[src/rtl/spi_slave_scheduler.sv]
`default_nettype none
// ============================================================================
//  Module   : spi_slave_scheduler
//  Purpose  : Shares the spi_combine slave byte datapath among NUM_REQ host
//             requesters. Writes SPCR once after reset, then loads one TX
//             byte per SPI frame (round-robin) and returns each received byte
//             tagged with the requester that owned the frame.
//  Revision : 1.0  initial release
// ============================================================================
module spi_slave_scheduler #(
  parameter int         NUM_REQ   = 4,
  parameter int         IDW       = 2,
  parameter logic [1:0] SPCR_ADR  = 2'b00,
  parameter logic [7:0] SPCR_VAL  = 8'h83,
  parameter logic [7:0] IDLE_BYTE = 8'hFF
) (
  input  logic                 clk_i,
  input  logic                 rst_i,
  input  logic [NUM_REQ-1:0]   req_valid_i,
  input  logic [8*NUM_REQ-1:0] req_data_i,
  output logic [NUM_REQ-1:0]   req_ready_o,
  output logic                 rsp_valid_o,
  output logic [7:0]           rsp_data_o,
  output logic [IDW-1:0]       rsp_id_o,
  output logic                 rsp_owned_o,
  output logic                 err_drop_o,
  output logic                 busy_o,
  output logic                 cfg_stb_o,
  output logic                 cfg_we_o,
  output logic [1:0]           cfg_addr_o,
  output logic [7:0]           cfg_data_o,
  output logic                 core_tx_valid_o,
  output logic [7:0]           core_tx_data_o,
  input  logic                 core_rx_valid_i,
  input  logic [7:0]           core_rx_data_i,
  input  logic                 ssn_i
);

  typedef enum logic [1:0] {
    S_CFG  = 2'd0,
    S_LOAD = 2'd1,
    S_WAIT = 2'd2
  } state_t;

  state_t             r_state;
  state_t             w_state_next;

  logic [IDW-1:0]     r_ptr;
  logic [IDW-1:0]     r_owner;
  logic               r_owned;

  logic               r_ssn_meta;
  logic               r_ssn_sync;
  logic               r_ssn_dly;
  logic               w_ssn_rise;

  logic               w_grant_found;
  logic [IDW-1:0]     w_grant_id;
  logic [NUM_REQ-1:0] w_req_ready;
  logic [IDW-1:0]     w_ptr_next;

  logic               r_rsp_valid;
  logic [7:0]         r_rsp_data;
  logic [IDW-1:0]     r_rsp_id;
  logic               r_rsp_owned;
  logic               r_err_drop;
  logic               r_busy;
  logic               r_cfg_stb;
  logic               r_cfg_we;
  logic [1:0]         r_cfg_addr;
  logic [7:0]         r_cfg_data;
  logic               r_tx_valid;
  logic [7:0]         r_tx_data;

  // Slave select is asynchronous to clk: two flops for metastability, a third
  // to detect the deasserting (rising) edge that aborts a frame.
  always_ff @(posedge clk_i or posedge rst_i) begin
    if (rst_i) begin
      r_ssn_meta <= 1'b1;
      r_ssn_sync <= 1'b1;
      r_ssn_dly  <= 1'b1;
    end else begin
      r_ssn_meta <= ssn_i;
      r_ssn_sync <= r_ssn_meta;
      r_ssn_dly  <= r_ssn_sync;
    end
  end

  assign w_ssn_rise = r_ssn_sync & ~r_ssn_dly;

  // State register.
  always_ff @(posedge clk_i or posedge rst_i) begin
    if (rst_i) begin
      r_state <= S_CFG;
    end else begin
      r_state <= w_state_next;
    end
  end

  // Next-state, round-robin grant search from r_ptr and the one-hot ready.
  always_comb begin : p_next
    logic [IDW:0] v_sum;
    logic [IDW-1:0] v_id;
    w_state_next  = r_state;
    w_grant_found = 1'b0;
    w_grant_id    = '0;
    w_req_ready   = '0;
    v_sum         = '0;
    v_id          = '0;
    for (int i = 0; i < NUM_REQ; i++) begin
      v_sum = {1'b0, r_ptr} + (IDW+1)'(i);
      if (v_sum >= (IDW+1)'(NUM_REQ)) begin
        v_sum = v_sum - (IDW+1)'(NUM_REQ);
      end
      v_id = v_sum[IDW-1:0];
      if (!w_grant_found && req_valid_i[v_id]) begin
        w_grant_found = 1'b1;
        w_grant_id    = v_id;
      end
    end
    case (r_state)
      S_CFG: begin
        w_state_next = S_LOAD;
      end
      S_LOAD: begin
        w_req_ready[w_grant_id] = w_grant_found;
        w_state_next            = S_WAIT;
      end
      S_WAIT: begin
        if (core_rx_valid_i || w_ssn_rise) begin
          w_state_next = S_LOAD;
        end
      end
      default: begin
        w_state_next = S_CFG;
      end
    endcase
  end

  assign w_ptr_next  = (w_grant_id == IDW'(NUM_REQ-1)) ? '0 : w_grant_id + IDW'(1);
  assign req_ready_o = w_req_ready;

  // Registered datapath: config write, TX load, response and abort reporting.
  always_ff @(posedge clk_i or posedge rst_i) begin
    if (rst_i) begin
      r_ptr       <= '0;
      r_owner     <= '0;
      r_owned     <= 1'b0;
      r_rsp_valid <= 1'b0;
      r_rsp_data  <= '0;
      r_rsp_id    <= '0;
      r_rsp_owned <= 1'b0;
      r_err_drop  <= 1'b0;
      r_busy      <= 1'b0;
      r_cfg_stb   <= 1'b0;
      r_cfg_we    <= 1'b0;
      r_cfg_addr  <= '0;
      r_cfg_data  <= '0;
      r_tx_valid  <= 1'b0;
      r_tx_data   <= '0;
    end else begin
      r_cfg_stb   <= 1'b0;
      r_cfg_we    <= 1'b0;
      r_cfg_addr  <= '0;
      r_cfg_data  <= '0;
      r_tx_valid  <= 1'b0;
      r_rsp_valid <= 1'b0;
      r_err_drop  <= 1'b0;
      r_busy      <= (w_state_next == S_CFG) || (w_state_next == S_WAIT);
      case (r_state)
        S_CFG: begin
          r_cfg_stb  <= 1'b1;
          r_cfg_we   <= 1'b1;
          r_cfg_addr <= SPCR_ADR;
          r_cfg_data <= SPCR_VAL;
        end
        S_LOAD: begin
          r_tx_valid <= 1'b1;
          if (w_grant_found) begin
            r_tx_data <= req_data_i[{w_grant_id, 3'b000} +: 8];
            r_owner   <= w_grant_id;
            r_owned   <= 1'b1;
            r_ptr     <= w_ptr_next;
          end else begin
            r_tx_data <= IDLE_BYTE;
            r_owner   <= '0;
            r_owned   <= 1'b0;
          end
        end
        S_WAIT: begin
          // A completed frame takes precedence over a simultaneous abort.
          if (core_rx_valid_i) begin
            r_rsp_valid <= 1'b1;
            r_rsp_data  <= core_rx_data_i;
            r_rsp_id    <= r_owner;
            r_rsp_owned <= r_owned;
          end else if (w_ssn_rise) begin
            r_err_drop <= 1'b1;
          end
        end
        default: begin
        end
      endcase
    end
  end

  assign rsp_valid_o     = r_rsp_valid;
  assign rsp_data_o      = r_rsp_data;
  assign rsp_id_o        = r_rsp_id;
  assign rsp_owned_o     = r_rsp_owned;
  assign err_drop_o      = r_err_drop;
  assign busy_o          = r_busy;
  assign cfg_stb_o       = r_cfg_stb;
  assign cfg_we_o        = r_cfg_we;
  assign cfg_addr_o      = r_cfg_addr;
  assign cfg_data_o      = r_cfg_data;
  assign core_tx_valid_o = r_tx_valid;
  assign core_tx_data_o  = r_tx_data;

endmodule
`default_nettype wire
[config.mk]
export PLATFORM = sky130hd
export DESIGN_NAME = spi_slave_scheduler
export DESIGN_NICKNAME = d
export VERILOG_FILES = /design/src/rtl/spi_slave_scheduler.sv
export SDC_FILE = /design/constraint.sdc
export NUM_CORES = 1
export LEC_CHECK = 0
export CAP_MARGIN = 15
export CORE_MARGIN = 2
export CORE_UTILIZATION = 42
export DETAILED_ROUTE_END_ITERATION = 10
export PLACE_DENSITY = 0.89
export SYNTH_ARGS = -nofsm -noshare
export SYNTH_HDL_FRONTEND = slang
export SYNTH_SLANG_ARGS = --single-unit
[constraint.sdc]
create_clock -name clk_i -period 5.1 [get_ports clk_i]
set_input_delay 1.02 -clock clk_i [delete_from_list [all_inputs] [get_ports clk_i]]
set_output_delay 1.02 -clock clk_i [all_outputs]
set_load 0.05 [all_outputs]
Yosys cells after proc, flatten, opt, wreduce, memory -nomap -nowiden --
Cells that the tools add are included.
Storage, ports and cells: register bits 42, input bits 48, output and inout bits 39, logic and storage cells 93
Operators by class: $add $sub $neg 8, magnitude comparators 10, equal/unequal tests 4, shifts and indexed selects 1, mux-type cells 37, bitwise logic cells 3, reductions and logical operators 13
Operator list (number):
- $shiftx 32x6->8 | 1
- $mux 2 | 11
- $mux 1 | 17
- $mux 8 | 2
- $lt 2x3->1 const B | 5
- $ge 3x3->1 const B | 3
- $bmux 1 s2 | 4
- $sub 2x1->2 const B | 4
- $add 2x2->3 const B | 2
- $eq 2x2->1 const B | 3
- $pmux 2 s3 | 1
- $and 4x4->4 | 1
- $logic_and 1x1->1 | 4
- $logic_not 2->1 | 2
- $mux 4 | 1
- $reduce_and 2->1 | 2
- $add 2x1->3 const B | 1
- $ge 2x3->1 const B | 1
- $logic_not 1->1 | 3
- $add 2x1->2 const B | 1
- $demux 1 s2 | 1
- $eq 2x1->1 const B | 1
- $ge 2x1->1 const B | 1
- $logic_or 1x1->1 | 2
- 2 further kinds | 2

Logic depth before layout (Yosys ltp) --
word-level depth 20, mapped depth 7, mapped depth without buffers 5

Least setup slack after synthesis --
OpenSTA, ideal clock, no wires.
path type input to output, start in req_valid_i[0], end out req_ready_o[0], arrival time 3.067 ns, required time 4.080 ns, path slack 1.013 ns, stages 6, path buffers 2, path through a21oi_2 -> o21ai_1 -> o2bb2a_4 -> buf_6 -> buf_6 -> nor4_1
On the way: cells in the longest elaborated chain, start to end 18, elaborated cells between the ends (all ways) 29, classes of those cells 2 x order compare; 19 x mux; 1 x bitwise; 7 x reduce/logical
RTL lines:
- from (decl) | line 19 | input logic [NUM_REQ-1:0] req_valid_i,
- $bmux 1 s2 | line 116 | if (!w_grant_found && req_valid_i[v_id]) begin
- $mux 1 (not written as such) | line 116
- $mux 1 | line 116
- $logic_not 1->1 | line 116
- $logic_and 1x1->1 | line 116
- $mux 1 | line 116
- $logic_not 1->1 | line 116
- $logic_and 1x1->1 | line 116
- (+2 left out)
- $logic_and 1x1->1 | line 116
- $mux 2 | line 116
- $lt 2x3->1 (not written as such) / $ge 2x1->1 (equally long branches) | line 126 | w_req_ready[w_grant_id] = w_grant_found;
- $logic_and 1x1->1 (not written as such) | line 126
- $mux 1 (not written as such) | line 126
- $demux 1 s2 | line 126
- $and 4x4->4 (no source line) (*)
- $mux 4 (*) | line 121 | case (r_state)
- to (decl) | line 21 | output logic [NUM_REQ-1:0] req_ready_o,
Mark *: on every way between the ends. The rest lies on a longest branch, timed or not. The select of a mux whose other input is x is not followed.

Worst setup path after layout --
start in req_valid_i[0], end out req_ready_o[1]
The elaborated chain is that of the path after synthesis.

==> flow_summary_export.csv <==
group,metric,value,unit
timing,slew_headroom,65.1,%
power,switching_power,0.779,mW
detailed_routing,wl,3.76,mm
place,preCtsSetupSlack,0.624,ns
timing,setup_viol,0,
synth,avgSynthCellArea,10.6,sq um
setup_path,critPathArrivalTime,3.46,ns
setup_path,rr_worst_depth,6,
timing,layout_min_cycle_time,4.48,ns
timing,fin_ws,0.624,ns
power,cell_internal_pwr,0.841,mW
final_layout,final_util,67.1,%
place,dp_hpwl,2.85,mm
clock_network,cts_buffers,5,
setup_path,crit_fanout,11,
floorplan,core_area,3740,sq um
setup_path,r2r-start,"r_ptr[1]$_DFFE_PP0P_",
final_layout,antenna_cells,0,
synth,netlist_top_cells_count,"nand2_1, dfrtp_1, mux2i_1",
synth,netlist_top_cells_area,"dfrtp_1, mux2i_1, nand2_1",
grt,grt_usage,18.0,%
setup_path,critPathLaunch,"req_valid_i[0]",
detailed_routing,avgRoutedWirePerCell,13.2,microns
power,power_frac_comb,59.7,%
setup_path,path_common_cell,"clkdlybuf4s50_1",
power,leakage,1.14,nW
grt,grtUsageMet2,30.2,%
synth,syn_area,1670,sq um
clock_network,clock_path_buffers,2,
detailed_routing,drc,0,
power,swShare,48.1,%
detailed_routing,drt_iter0_markers,43,
grt,antenna_found_initial,0,
timing,tightest_slew,0.522,ns
clock_network,clk_latency,0.29,ns
setup_path,crit_chain,"clkdlybuf4s50_1, mux2i_1, nor2_1, a311oi_2, and2_1, buf_4, and2b_1, clkdlybuf4s50_1",
grt,grt.met1_usage,20.2,%
floorplan,die_w,67.1,microns
grt,overflow,0,
synth,synth_most_common_cell,"nand2_1",
synth,ys_types,32,
setup_path,path_class,"primary input to output pin",
clock_network,root_buffer,"clkbuf_8",
synth,synth_warnings,0,
synth,netlist_instances,158,
grt,grt_pass1_wl,5.79,mm
min_path,hold_depth,0,
clock_network,h-tree-depth,2,
detailed_routing,dr.pass1.iters,4,
setup_path,required,4.08,ns
detailed_routing,drtAntennaViolNets,0,
power,clkPwrFrac,12.2,%
timing,whs,0.355,ns
grt,grt_max_degree,35,
floorplan,die_area,4500,sq um
grt,grt_pass1_vias,1272,
final_layout,fin_area,2510,sq um
detailed_routing,dr_total_vias,1349,
final_layout,fin_nets,284,
timing,finalSetupTns,0,ns
status,status,"complete, no violations",
synth,synth_top_area_share,46.4,%
min_path,hp-start,"r_ssn_meta$_DFF_PP1_",
place,gp_congestion,0.723,
timing,slew_violations,0,
synth,ys_seq_area_share,51.1,%
synth,synthArstFlopShare,100,%
setup_path,slowest_delay,0.79,ns
setup_path,r2r_end,"core_tx_data_o[6]$_DFFE_PP0P_",
clock_network,clock_sinks,34,
final_layout,drive_gt1_share,8.47,%
synth,yosys.area.top_type,"dfrtp_1",
power,power_frac_seq,28.1,%
floorplan,die_height,67.1,microns
job,cap_violations,0,
floorplan,rows,22,
timing,fmax,0.223,GHz
final_layout,area_delta_synth_final,50.2,%
timing,fin_crit_sh,87.8,%
timing,final-hold-violation-count,0,
power,vdd_ir_drop_max,0.000263,V
floorplan,start_util,44.7,%
clock_network,cts_tree,"done",
floorplan,boundaryPins,87,
synth,synth-edff-count,0,
power,power_density,645,nW/um^2
detailed_routing,viasPerCell,4.75,
setup_path,crit_end,"req_ready_o[1]",
final_layout,fin_cells,284,
place,placed_cells,276,
place,portBuffers,79,
synth,synth_flop_cell,"dfrtp_1",
setup_path,ff2ff_setup_slack,3.26,ns
clock_network,clk_pin_slew,0.06,ns
synth,synth_seq_cells,34,
setup_path,slowest_stage,"clkdlybuf4s50_1",
min_path,min_path_type,"register to register",
power,power,1.62,mW
timing,rsz0062_at_grt,"no",
grt,met3_usage,6.08,%
place,dpl-instance-area,2420,sq um
setup_path,end_kind,"output pin",
timing,finClkSkew,0.00345,ns
clock_network,cts_hold_buf,0,
grt,busiest_layer,"met2",
clock_network,post_cts_buffers,0,
clock_network,cts_resized,0,
setup_path,cp-start-kind,"primary input",
==> cell type report <==
cell class              instances  area, sq um
clock buffers                   7         86.3
clock inverters                 1         5.00
fillers                       312         1230
inverters                       7         26.3
multi-input cells             105          667
flip-flops and latches         34          855
well taps                      48         60.1
repair buffers                 82          813
==> cells in the final DEF (no fill, tap or decap), drive strengths merged, types with 2 or more instances in the layout <==
master,n
nor4,2
clkbuf,7
nor2,14
a21o,3
a221oi,8
buf,3
a21oi,3
o21ai,2
mux2i,17
inv,6
clkdlybuf4s50,79
nand2b,4
clkinv,2
and2,3
dfstp,3
conb,7
nand2,33
dfrtp,31
==> power by group through the flow <==
stage | clock, mW | sequential (mW) | combinational (mW)
floorplan | 0 | 0.748 | 0.411
global placement | 0 | 0.453 | 0.956
detailed placement | 0 | 0.461 | 0.972
CTS | 0.205 | 0.456 | 0.977
global route | 0.218 | 0.470 | 1.03
finish | 0.197 | 0.456 | 0.967
==> worst max-delay path, delay by kind of cell <==
| kind | cells | cell delay, ns |
|---|---|---|
| and+or+nand+nor | 3 | 0.39 |
| muxes | 1 | 0.18 |
| AOI/OAI and AO/OA | 1 | 0.36 |
| buffers and inverters | 3 | 1.50 |
==> logic make-up after synthesis <==
family | synth area share [%]
simple gates | 16.8
flops | 51.1
buf+inv | 10.4
compound gates | 9.87
mux | 10.8
fa+ha+maj | 0.748
other cells | 0.224
==> flip-flops by register name, indices dropped and copies added, names as in the netlist, 2 cells and up <==
| name | flops |
|---|---|
| r_owner | 2 |
| r_state | 2 |
| rsp_data_o | 8 |
| r_ptr | 2 |
| core_tx_data_o | 8 |
| rsp_id_o | 2 |
==> layer usage <==
| layer | share of wire [%] | up-vias |
|---|---|---|
| met5 | 0 | - |
| met4 | 2.0 | 0 |
| li1 | - | 667 |
| met1 | 40 | 626 |
| met2 | 50 | 49 |
| met3 | 8.1 | 7 |
==> how the worst min path moves through the flow <==
stage                           endpoint  slack (ns)
global placement    r_ssn_sync$_DFF_PP1_        0.35
detailed placement  r_ssn_sync$_DFF_PP1_        0.35
floorplan           r_ssn_sync$_DFF_PP1_        0.35
finish              r_ssn_sync$_DFF_PP1_        0.36
global route        r_ssn_sync$_DFF_PP1_        0.36
CTS                 r_ssn_sync$_DFF_PP1_        0.36
Note: power is estimated with default switching activity, not from simulation.
